<file path="src/rtl/iter_shift_unit.sv">
// iter_shift_unit: multi-cycle SLL/SRL/SRA execution unit.
// Uses one shift-by-2 stage per cycle, plus a final shift-by-1 when the
// shift amount is odd. The pipeline uses a start/busy/done handshake.
// Optional feature macro ITER_SHIFT_ROTR_EN: when defined, op=11 is
// rotate-right; otherwise op=11 behaves as SRL.
//
// state  | meaning
// -------+-----------------------------------------------
// IDLE   | waiting for a request
// SHIFT  | shifting in progress, busy=1
// DONE   | done=1 for one cycle; a new start is accepted here

module iter_shift_unit #(
  parameter int DATA_W  = 32,
  parameter int SHAMT_W = 5
) (
  input  logic               clk,
  input  logic               reset,
  input  logic               start,
  input  logic [1:0]         op,
  input  logic [SHAMT_W-1:0] shamt,
  input  logic [DATA_W-1:0]  data_in,
  input  logic               flush,
  output logic               busy,
  output logic               done,
  output logic [DATA_W-1:0]  result
);

  localparam logic [1:0] OP_SLL  = 2'b00;
  localparam logic [1:0] OP_SRL  = 2'b01;
  localparam logic [1:0] OP_SRA  = 2'b10;
  localparam logic [1:0] OP_ROTR = 2'b11;

  typedef enum logic [1:0] {
    S_IDLE  = 2'b00,
    S_SHIFT = 2'b01,
    S_DONE  = 2'b10
  } state_t;

  state_t             state;
  logic [1:0]         op_q;
  logic [DATA_W-1:0]  work;
  logic [SHAMT_W-1:0] rem;
  logic               sign_q;

  logic               step_two;
  logic [SHAMT_W-1:0] rem_next;
  logic [DATA_W-1:0]  work_next;
  logic               accept;

  // Shift network for one SHIFT edge: by 2 while at least 2 remain, else by 1.
  always_comb begin
    step_two  = (rem >= SHAMT_W'(2));
    rem_next  = step_two ? (rem - SHAMT_W'(2)) : '0;
    work_next = work;
    case (op_q)
      OP_SLL: begin
        work_next = step_two ? {work[DATA_W-3:0], 2'b00}
                             : {work[DATA_W-2:0], 1'b0};
      end
      OP_SRA: begin
        work_next = step_two ? {{2{sign_q}}, work[DATA_W-1:2]}
                             : {sign_q, work[DATA_W-1:1]};
      end
`ifdef ITER_SHIFT_ROTR_EN
      OP_ROTR: begin
        work_next = step_two ? {work[1:0], work[DATA_W-1:2]}
                             : {work[0], work[DATA_W-1:1]};
      end
`else
      OP_ROTR: begin
        work_next = step_two ? {2'b00, work[DATA_W-1:2]}
                             : {1'b0, work[DATA_W-1:1]};
      end
`endif
      OP_SRL: begin
        work_next = step_two ? {2'b00, work[DATA_W-1:2]}
                             : {1'b0, work[DATA_W-1:1]};
      end
      default: begin
        work_next = work;
      end
    endcase
  end

  // A start is accepted only when not shifting and not being flushed.
  always_comb begin
    accept = start && !flush && (state != S_SHIFT);
  end

  // Control FSM with registered busy/done/result; reset beats flush beats start.
  always_ff @(posedge clk) begin
    if (reset) begin
      state  <= S_IDLE;
      busy   <= 1'b0;
      done   <= 1'b0;
      result <= '0;
      rem    <= '0;
      work   <= '0;
      op_q   <= OP_SLL;
      sign_q <= 1'b0;
    end else if (flush) begin
      state <= S_IDLE;
      busy  <= 1'b0;
      done  <= 1'b0;
    end else begin
      case (state)
        S_IDLE, S_DONE: begin
          done  <= 1'b0;
          busy  <= 1'b0;
          state <= S_IDLE;
          if (accept) begin
            op_q   <= op;
            work   <= data_in;
            rem    <= shamt;
            sign_q <= data_in[DATA_W-1];
            if (shamt == '0) begin
              result <= data_in;
              done   <= 1'b1;
              state  <= S_DONE;
            end else begin
              busy  <= 1'b1;
              state <= S_SHIFT;
            end
          end
        end
        S_SHIFT: begin
          work <= work_next;
          rem  <= rem_next;
          if (rem_next == '0) begin
            result <= work_next;
            busy   <= 1'b0;
            done   <= 1'b1;
            state  <= S_DONE;
          end
        end
        default: begin
          state <= S_IDLE;
          busy  <= 1'b0;
          done  <= 1'b0;
        end
      endcase
    end
  end

endmodule

</file>
<file path="config.mk">
export PLATFORM = sky130hd
export DESIGN_NAME = iter_shift_unit
export DESIGN_NICKNAME = d
export VERILOG_FILES = /design/src/rtl/iter_shift_unit.sv
export SDC_FILE = /design/constraint.sdc
export NUM_CORES = 1
export LEC_CHECK = 0
export CAP_MARGIN = 20
export CORE_UTILIZATION = 40
export CTS_CLUSTER_SIZE = 28
export DETAILED_ROUTE_END_ITERATION = 10
export GPL_TIMING_DRIVEN = 0
export REMOVE_ABC_BUFFERS = 1
export SYNTH_ARGS = -nofsm -noshare
export SYNTH_HDL_FRONTEND = slang
export SYNTH_SLANG_ARGS = --single-unit
</file>
<file path="constraint.sdc">
create_clock -name clk -period 2.98 [get_ports clk]
set_input_delay 0.894 -clock clk [delete_from_list [all_inputs] [get_ports clk]]
set_output_delay 0.894 -clock clk [all_outputs]
set_load 0.005 [all_outputs]
</file>
# After elaboration in Yosys (flattened, before gate mapping)

Cells that the tools add are included.

Add/sub/neg operators: 1
$lt $le $gt $ge: 1
Eq/ne operators: 9
Muxes and demuxes: 25
Bitwise logic cells: 1
Reduce and logical (&&, ||, !) cells: 14

Operators by type and width:

| operator            | number |
|---|---|
| $mux 32             | 5 |
| $pmux 32 s2         | 2 |
| $pmux 32 s3         | 1 |
| $mux 31             | 2 |
| $logic_not 5->1     | 2 |
| $mux 5              | 2 |
| $pmux 5 s2          | 1 |
| $eq 2x2->1 const B  | 3 |
| $mux 1              | 6 |
| $mux 2              | 3 |
| $ne 2x2->1 const B  | 3 |
| $reduce_and 3->1    | 2 |
| $reduce_or 2->1     | 3 |
| $ge 5x2->1 const B  | 1 |
| $reduce_and 5->1    | 1 |
| $sub 5x2->5 const B | 1 |
| $eq 2x1->1 const B  | 2 |
| $logic_not 2->1     | 2 |
| $pmux 1 s2          | 2 |
| $pmux 2 s2          | 1 |
| $logic_and 1x1->1   | 2 |
| $ne 2x1->1 const B  | 1 |
| $reduce_bool 2->1   | 1 |
| $logic_not 1->1     | 1 |
| $not 1->1           | 1 |

Register bits after elaboration: 76
Input bits: 43
Output and inout bits: 34

# Logic depth before layout (Yosys ltp)

Gate-level depths: netlist of run 1.

Depth in word-level cells: 5
Gate-level depth with buffers: 10
Mapped depth without buffers: 7

# Worst setup path after synthesis of run 1

OpenSTA, ideal clock, no wires.

Path type: input-to-reg
Start point: in shamt[2]
End point: reg result[14]
Arrival: 2.409 ns
Slack: 0.497 ns
Stages: 8
Cell sequence: or4_4 > o32ai_2 > o2111a_1 > buf_6 > nand2b_2 > buf_6 > buf_6 > o22ai_2

Longest elaborated chain between the ends: 3

RTL lines:

| what                              | line | text |
|---|---|---|
| from (decl)                       | 21   | `input logic [SHAMT_W-1:0] shamt,` |
| $logic_not 5->1                   | 117  | `if (shamt == '0) begin` |
| $ne 2x2->1 (no source line)       | n/a  |  |
| $reduce_and 5->1 (no source line) | n/a  |  |
| to (signal assigned)              | 118  | `result <= data_in;` |
| to (signal assigned)              | 131  | `result <= work_next;` |
| to (decl)                         | 26   | `output logic [DATA_W-1:0] result` |

No other way between the ends.
A chain may end at the register's enable or synchronous reset.

# Worst setup path in the final report of run 1

Start point: in flush
End point: reg result[13]

Longest elaborated chain between the ends: 5
Elaborated cells between the ends (all ways): 6

RTL lines:

| what                                | line | text |
|---|---|---|
| from (decl)                         | 23   | `input logic flush,` |
| $logic_not 1->1                     | 88   | `accept = start && !flush && (state != S_SHIFT);` |
| $logic_and 1x1->1 (2 in series)     | 88   |  |
| $ne 2x2->1 (no source line)         | n/a  |  |
| $reduce_and 5->1 (no source line) * | n/a  |  |

Mark *: on every way between the ends. The rest lies on a longest branch, timed or not.

==> implementation parameters, run 1 <==
Parameter                              Value

Power and ir drop
  VDD IR-drop max ... roughly 210 uV
  Relative contribution of the clock network to total power ... 0.314
  Cell internal power dissipation ... 1.551 mW
  Static power due to leakage ... roughly 1.6 nW
  Net switching power figure ... 0.6484 mW
  Total power density per cell area ... about 440 nW/um2
  Share of total power in sequential cells ... 0.491
  Part of the power in combinational logic ... 0.195
  Sw frac ... 0.2948

Synth
  Library cell with the highest instance count after synthesis ... dfxtp_1
  Area leader, netlist ... dfxtp_1
  Commonest cells post-synth ... dfxtp_1, nand3_1, o21ai_0
  Leading post-synthesis cells by cell area ... dfxtp_1, nand3_1, o21ai_0, o22ai_2, nand2b_1
  Post-synthesis instance total ... roughly 480
  Synth Flop Type ... dfxtp_1
  Per-instance average area after synthesis ... just over 8 um2
  Synth top area share ... 0.3880
  Number of enable flip-flop cells after synthesis ... 0
  Share of the yosys chip area belonging to registers ... 0.3880
  Synthesis-stage register bit count ... 75
  Total number of yosys warnings ... 0
  Post-synth design cell area ... between 3000 and 4000 um2
  Ys async rst share ... 0
  Post-synth cell types ... 50

Setup path
  Largest driver fanout on the critical path ... 22
  Data required time of the worst path ... about 3300 ps
  Arrival @ worst endpoint ... 3060 ps
  Setup crit end kind ... register
  Launch point of the critical path ... flush
  Launch point of the worst reg-to-reg path ... rem[1]$_SDFFE_PP0P_
  Worst-case register-to-register setup slack ... 430 ps
  Critical path type ... input port to register
  Crit path launch type ... input port

Drt
  Starting DRC count in detailed routing ... between 200 and 300
  Vias per Instance ... about 5.7
  Remaining routing DRC violations ... 0
  DRT antenna net count ... 0
  Average detailed-routed wire length per instance ... 16.47 um
  Detailed Routing Iterations Pass 1 ... 5
  Final routed wirelength across all metal layers ... approximately 11 mm
  Number of vias after detailed routing ... ~3,800

Timing
  Unrepaired setup endpoints after global routing ... false
  Worst-margin pin slew ... 1002 ps
  Maximum clock skew at final layout ... 7.101 ps
  Rel. slew slack ... 0.3319
  Number of hold violations in the final report ... 0
  Highest clock rate ... 359.1 MHz
  Fraction of the cycle the final worst path needs ... 0.9346
  Final setup violating endpoints ... 0
  Time the final worst path needs with I/O delays and setup ... around 2800 ps
  WHS ... 461.3 ps
  Pins over their slew limit ... 0

Hold path
  Startpoint of the worst hold path ... sign_q$_SDFFE_PP0P_
  Path type of the worst min-delay path ... register to register

Layout
  Final Core Density ... 0.5309
  Storage element area ... about 1500 um2
  Total inserted antenna cells ... 0
  Number of filler cells placed in the layout ... around 920
  Share of cells above drive strength 1 ... 0.1210
  Fin nets ... about 580
  Area added between synthesis and finish ... 27.97%
  Area used by multi-input combinational logic ... 2217 um2

Global routing
  Vias in the first global route ... around 3,600
  Grt ovf ... 0
  Antenna violations before repair ... 0
  Global-route wire length before repair ... 17.80 mm
  Pin count of the biggest net entering global routing ... 51
  All-Layer GR Usage ... 0.2243

Floorplan
  Die ar. ... ~10,000 um2
  Width of the die ... around 100 um
  Die height ... roughly 100 um
  Number of rows in the core area ... 35
  Initial Util ... 0.4149
  Std-Cell Core Area ... between 9000 and 10,000 um2
  Number of ports placed on the die boundary ... 77

Clocking
  Clock buffer count from CTS ... 9
  Clock-pin slew on the worst setup and hold paths ... roughly 80 ps
  CTS tree ... done
  Skew-Pair Late Insertion Delay ... between 300 and 400 ps
  Buffers from clock root to sink, at most ... 2
  Root cell of the clock tree ... clkbuf_8
  CTS H-tree depth ... 3
  CTS Sinks ... 75

Run status
  Outcome ... finished clean

Run
  Max-cap check violation count ... 0

Placement
  Number of buffers added on ports ... 76
  Gp weighted congestion ... 0.8421
  Dpl hpwl ... 7.295 mm
cell type report:
class	count	area share
Multi-Input combinational cell	358	0.4477
Sequential cell	75	0.3032
Timing Repair Buffer	85	0.1812
Tap cell	129	0.03259
Clock buffer	12	0.02931
Clock inverter	3	0.003032
Inverter	4	0.003032
placed cells by master (no fill, tap or decap), types with 5 or more instances in the layout:
master,Yosys,final
a211oi_1,10,10
a21oi_1,12,12
clkbuf_8,0,10
clkdlybuf4s50_1,0,75
dfxtp_1,75,75
mux2i_1,5,5
nand2_1,47,47
nand2b_1,30,29
nand3_1,67,67
nor2_1,26,23
o211ai_1,19,19
o21ai_0,54,54
o21ai_1,6,6
o22ai_1,10,10
o22ai_2,18,18
registers in the layout (all words and copies together), names as in the netlist:
register	count
result	32
work	32
rem	5
op_q	2
busy	1
done	1
sign_q	1
state	1
stage by stage:
| step | setup TNS, ps | std cells | setup WS, ps | total power, mW | cell area, um2 |
|---|---|---|---|---|---|
| final | 0 | 666 | 194.9 | 2.199 | 4952 |
| after global routing | 0 | 666 | 98.36 | 2.306 | 4952 |
| after detailed placement | -36390 | 649 | -865.4 | 1.520 | 4753 |
| after floorplan | -26520 | 436 | -675.3 | 1.325 | 3680 |
| after CTS | 0 | 665 | 74.54 | 2.208 | 4933 |
| after global placement | -114420 | 641 | -2014 | 1.491 | 4602 |
repair_timing:
item                                   in CTS  in global routing
hold buffers                                0                  0
cloned                                      0                  1
resized for setup                           3                  3
buffers inserted                            1                  0
setup endpoints to repair                  60                 50
endpoints found under the hold margin       0                  0
power by group through the flow:
stage / Clock, mW / Combinational [mW] / Sequential (mW)
detailed placement: 0 / 0.417 / 1.10
global route: 0.751 / 0.468 / 1.09
finish: 0.691 / 0.428 / 1.08
floorplan: 0 / 0.231 / 1.09
global placement: 0 / 0.391 / 1.10
CTS: 0.707 / 0.422 / 1.08
kinds of logic (layout without fill, tap and decap cells):
| logic type | Yosys count | count (layout) | share of synthesized area |
|---|---|---|---|
| AO/OA/AOI/OAI | 156 | 156 | 0.2855 |
| XOR/XNOR | 1 | 1 | 0.002264 |
| adder cells (fa/ha/maj) | 1 | 1 | 0.003233 |
| buffers and inverters | 44 | 104 | 0.05302 |
| flip-flops | 75 | 75 | 0.3880 |
| multiplexers | 7 | 7 | 0.01875 |
| AND/OR/NAND/NOR | 192 | 193 | 0.2493 |
routing by layer:
metal,GRT usage,up-vias,part of all wire,routed length (um)
met5,0,-,0,0
met4,0.08473,0,0.016,176
met3,0.03760,14,0.046,505
met2,0.3620,117,0.48,5221
met1,0.3000,1785,0.46,5064
li1,-,1866,-,-
worst paths after layout:
kind,to,cells after the start
worst min-delay path,sign_q$_SDFFE_PP0P_,2
worst min register to register,sign_q$_SDFFE_PP0P_,2
worst max-delay path,result[13]$_SDFFE_PP0P_,7
worst max register to register,result[13]$_SDFFE_PP0P_,8
worst max-delay path, cell delays in order:
cell and delay, ps:
clkdlybuf4s50_1 540, or3b_4 460, o32ai_2 260, o2111a_2 300
buf_16 190, nand2b_4 190, o22ai_2 210
(Power assumes the default switching activity.)
==> run 2, diff against run 1 <==
- SKIP_LAST_GASP: not set -> 1
- clock period: 2.98 -> 2.8 ns (I/O delays scaled with it)
==> implementation parameters, run 2 (same netlist as run 1, synthesis figures left out) <==
Parameter                              Value

Run status
  Outcome ... finished clean

Timing
  Pins over their slew limit ... 0 (unchanged)
  Highest clock rate ... around 380 MHz
  Rel. slew slack ... 0.3377 (+0.005805)
  Worst-margin pin slew ... 993.5 ps (-8.708 ps)
  Fraction of the cycle the final worst path needs ... 0.9466
  Number of hold violations in the final report ... 0 (unchanged)
  Unrepaired setup endpoints after global routing ... false
  Maximum clock skew at final layout ... 6.912 ps (-0.1895 ps)
  Time the final worst path needs with I/O delays and setup ... approximately 2700 ps
  Final setup violating endpoints ... 0 (unchanged)
  WHS ... 464.0 ps (+2.719 ps)

Layout
  Number of filler cells placed in the layout ... 917 (unchanged)
  Total inserted antenna cells ... 0 (unchanged)
  Fin nets ... 577 (unchanged)
  Share of cells above drive strength 1 ... 0.1210 (unchanged)
  Registers with the most flip-flops ... result x32, work x32, rem x5
  Most frequent cells in the layout ... dfxtp_1, clkdlybuf4s50_1, nand3_1
  Area added between synthesis and finish ... 28.03% (about the same)
  Most common cell after layout, fill and taps aside ... dfxtp_1

Setup path
  Arrival @ worst endpoint ... 2920 ps (-140 ps)
  Critical path type ... input port to register
  Largest stage delay on the critical path ... 550 ps (about the same)
  Largest driver fanout on the critical path ... 22 (unchanged)
  Launch point of the worst reg-to-reg path ... rem[1]$_SDFFE_PP0P_
  Worst-case register-to-register setup slack ... 250 ps (-180 ps)
  Data required time of the worst path ... 3070 ps (-190 ps)
  Category of cells accounting for the largest share of critical-path delay ... simple AND/OR/NAND/NOR gates
  Endpoint of the worst register-to-register path ... result[8]$_SDFFE_PP0P_
  Worst Reg-to-Reg Cells ... 8 (unchanged)
  Setup crit end kind ... register
  Cell at the slowest stage of the critical path ... or4_4
  Crit path launch type ... input port
  Buffer and inverter count on the worst path ... 2 (unchanged)
  Critical path, cell by cell ... clkdlybuf4s50_1, or4_4, o32ai_2, o2111a_2, buf_16, nand2b_4, o22ai_1

Floorplan
  Width of the die ... 100.4 um (unchanged)
  Std-Cell Core Area ... 9328 um2 (unchanged)
  Number of ports placed on the die boundary ... 77 (unchanged)
  Initial Util ... 0.4149 (unchanged)
  Die ar. ... 10,070 um2 (unchanged)
  Number of rows in the core area ... 35 (unchanged)
  Die height ... 100.4 um (unchanged)

Global routing
  All-Layer GR Usage ... 0.2272 (+0.002965)
  Grt ovf ... 0 (unchanged)
  Antenna violations before repair ... 0 (unchanged)
  Pin count of the biggest net entering global routing ... 52 (+2.0%)
  Vias in the first global route ... 3,595 (+0.70%)
  Global-route wire length before repair ... 18.00 mm (+1.2%)

Clocking
  Post-CTS Hold Buffers ... 0 (unchanged)
  CTS tree ... done
  Buffers from clock root to sink, at most ... 2 (unchanged)
  CTS Sinks ... 75 (unchanged)
  Skew-Pair Late Insertion Delay ... 350 ps (about the same)
  Clock-pin slew on the worst setup and hold paths ... 70 ps (about the same)
  Clock buffer count from CTS ... 9 (unchanged)
  CTS H-tree depth ... 3 (unchanged)
  Root cell of the clock tree ... clkbuf_8

Drt
  Starting DRC count in detailed routing ... 238 (-5.2%)
  Number of vias after detailed routing ... 3,842 (+1.6%)
  Remaining routing DRC violations ... 0 (unchanged)
  Average detailed-routed wire length per instance ... 16.32 um (-0.91%)
  Vias per Instance ... 5.769 (+1.6%)
  Final routed wirelength across all metal layers ... 10.87 mm (-0.91%)
  Detailed Routing Iterations Pass 1 ... 5 (unchanged)
  DRT antenna net count ... 0 (unchanged)

Power and ir drop
  Power Total ... 2.338 mW (+6.3%)
  Static power due to leakage ... 1.627 nW (+0.56%)
  VDD IR-drop max ... 226.2 uV (+6.7%)
  Total power density per cell area ... 471.9 nW/um2 (+6.2%)

Placement
  Number of buffers added on ports ... 76 (unchanged)
  Dpl hpwl ... 7.295 mm (unchanged)
  Gp weighted congestion ... 0.8421 (unchanged)

Hold path
  Number of stages on the worst hold path ... 2 (unchanged)
  Hold-critical path endpoint ... sign_q$_SDFFE_PP0P_
  Startpoint of the worst hold path ... sign_q$_SDFFE_PP0P_
  Path type of the worst min-delay path ... register to register

Run
  Max-cap check violation count ... 0 (unchanged)
## run 2: cell count changes in the layout (fill, tap and decap cells not counted), sizes merged
| cell | before | now |
|---|---|---|
| dlymetal6s2s | 0 | 1 |
| clkdlybuf4s50 | 75 | 74 |
## run 2: routing by layer
layer  global-route usage  up-vias  share of wire
li1                     -     1866              -
met1               0.3112     1840           0.46
met2               0.3593      126           0.47
met3              0.03621       10          0.051
met4              0.08584        0          0.014
met5                    0        -              0
## run 2: final cells by class
type                            count  area (um2)  share of cell area
Sequential cell                    75        1501              0.3030
Multi-Input combinational cell    358        2217              0.4475
Clock buffer                       12       145.1             0.02929
Inverter                            4       15.01            0.003030
Timing Repair Buffer               85       899.6              0.1816
Tap cell                          129       161.4             0.03258
Clock inverter                      3       15.01            0.003030
## run 2: where the power goes
part	internal (mW)	switching (mW)	leakage [nW]
logic	0.200	0.255	0.931
registers	1.11	0.0373	0.610
clock network	0.338	0.395	0.0860
## run 2: how the worst max path moves through the flow
| stage | start | to | slack (ps) | depth (start not counted) |
|---|---|---|---|---|
| 2_1_floorplan | shamt[2] | result[10]$_SDFFE_PP0P_ | -800 | 5 |
| 4_1_cts | flush | result[8]$_SDFFE_PP0P_ | 90 | 7 |
| 6_report | shamt[2] | result[8]$_SDFFE_PP0P_ | 150 | 7 |
| 3_3_place_gp | rem[1]$_SDFFE_PP0P_ | result[30]$_SDFFE_PP0P_ | -2170 | 7 |
| 3_5_place_dp | flush | result[29]$_SDFFE_PP0P_ | -990 | 7 |
| 5_1_grt | done$_SDFFE_PP0P_ | work[20]$_SDFFE_PP0P_ | 30 | 6 |
## run 2: what timing repair did
| item | in CTS | in global routing |
|---|---|---|
| setup endpoints to repair | 60 | 15 |
| cloned | 1 | 0 |
| resized for setup | 6 | 1 |
| setup buffers | 1 | 0 |
| endpoints found under the hold margin | 0 | 0 |
## run 2: worst register-to-register path, stage by stage (launching register included)
cell      delay (ps)
dfxtp_1          380
inv_1             90
ha_1             260
or3b_4           570
o22ai_1          290
o2111a_2         280
buf_16           190
nand2b_4         190
o22ai_1          220
## run 2: stage by stage
step / util / area, um2 / worst slack (ps) / TNS (ps) / instances
6_report: 0.5312 / 4955 / 149.5 / 0 / 666
5_1_grt: 0.5312 / 4955 / 25.73 / 0 / 666
4_1_cts: 0.5309 / 4952 / 94.94 / 0 / 666
3_5_place_dp: 0.5096 / 4753 / -991.4 / -43950 / 649
3_3_place_gp: 0.4934 / 4602 / -2175 / -125080 / 641
2_1_floorplan: - / 3680 / -801.3 / -36880 / 436
==> run 3, diff against run 2 <==
- GPL_ROUTABILITY_DRIVEN: not set -> 0
==> results of run 3 <==
Same layout as run 2: the final DEF is identical, and so are final timing and power.
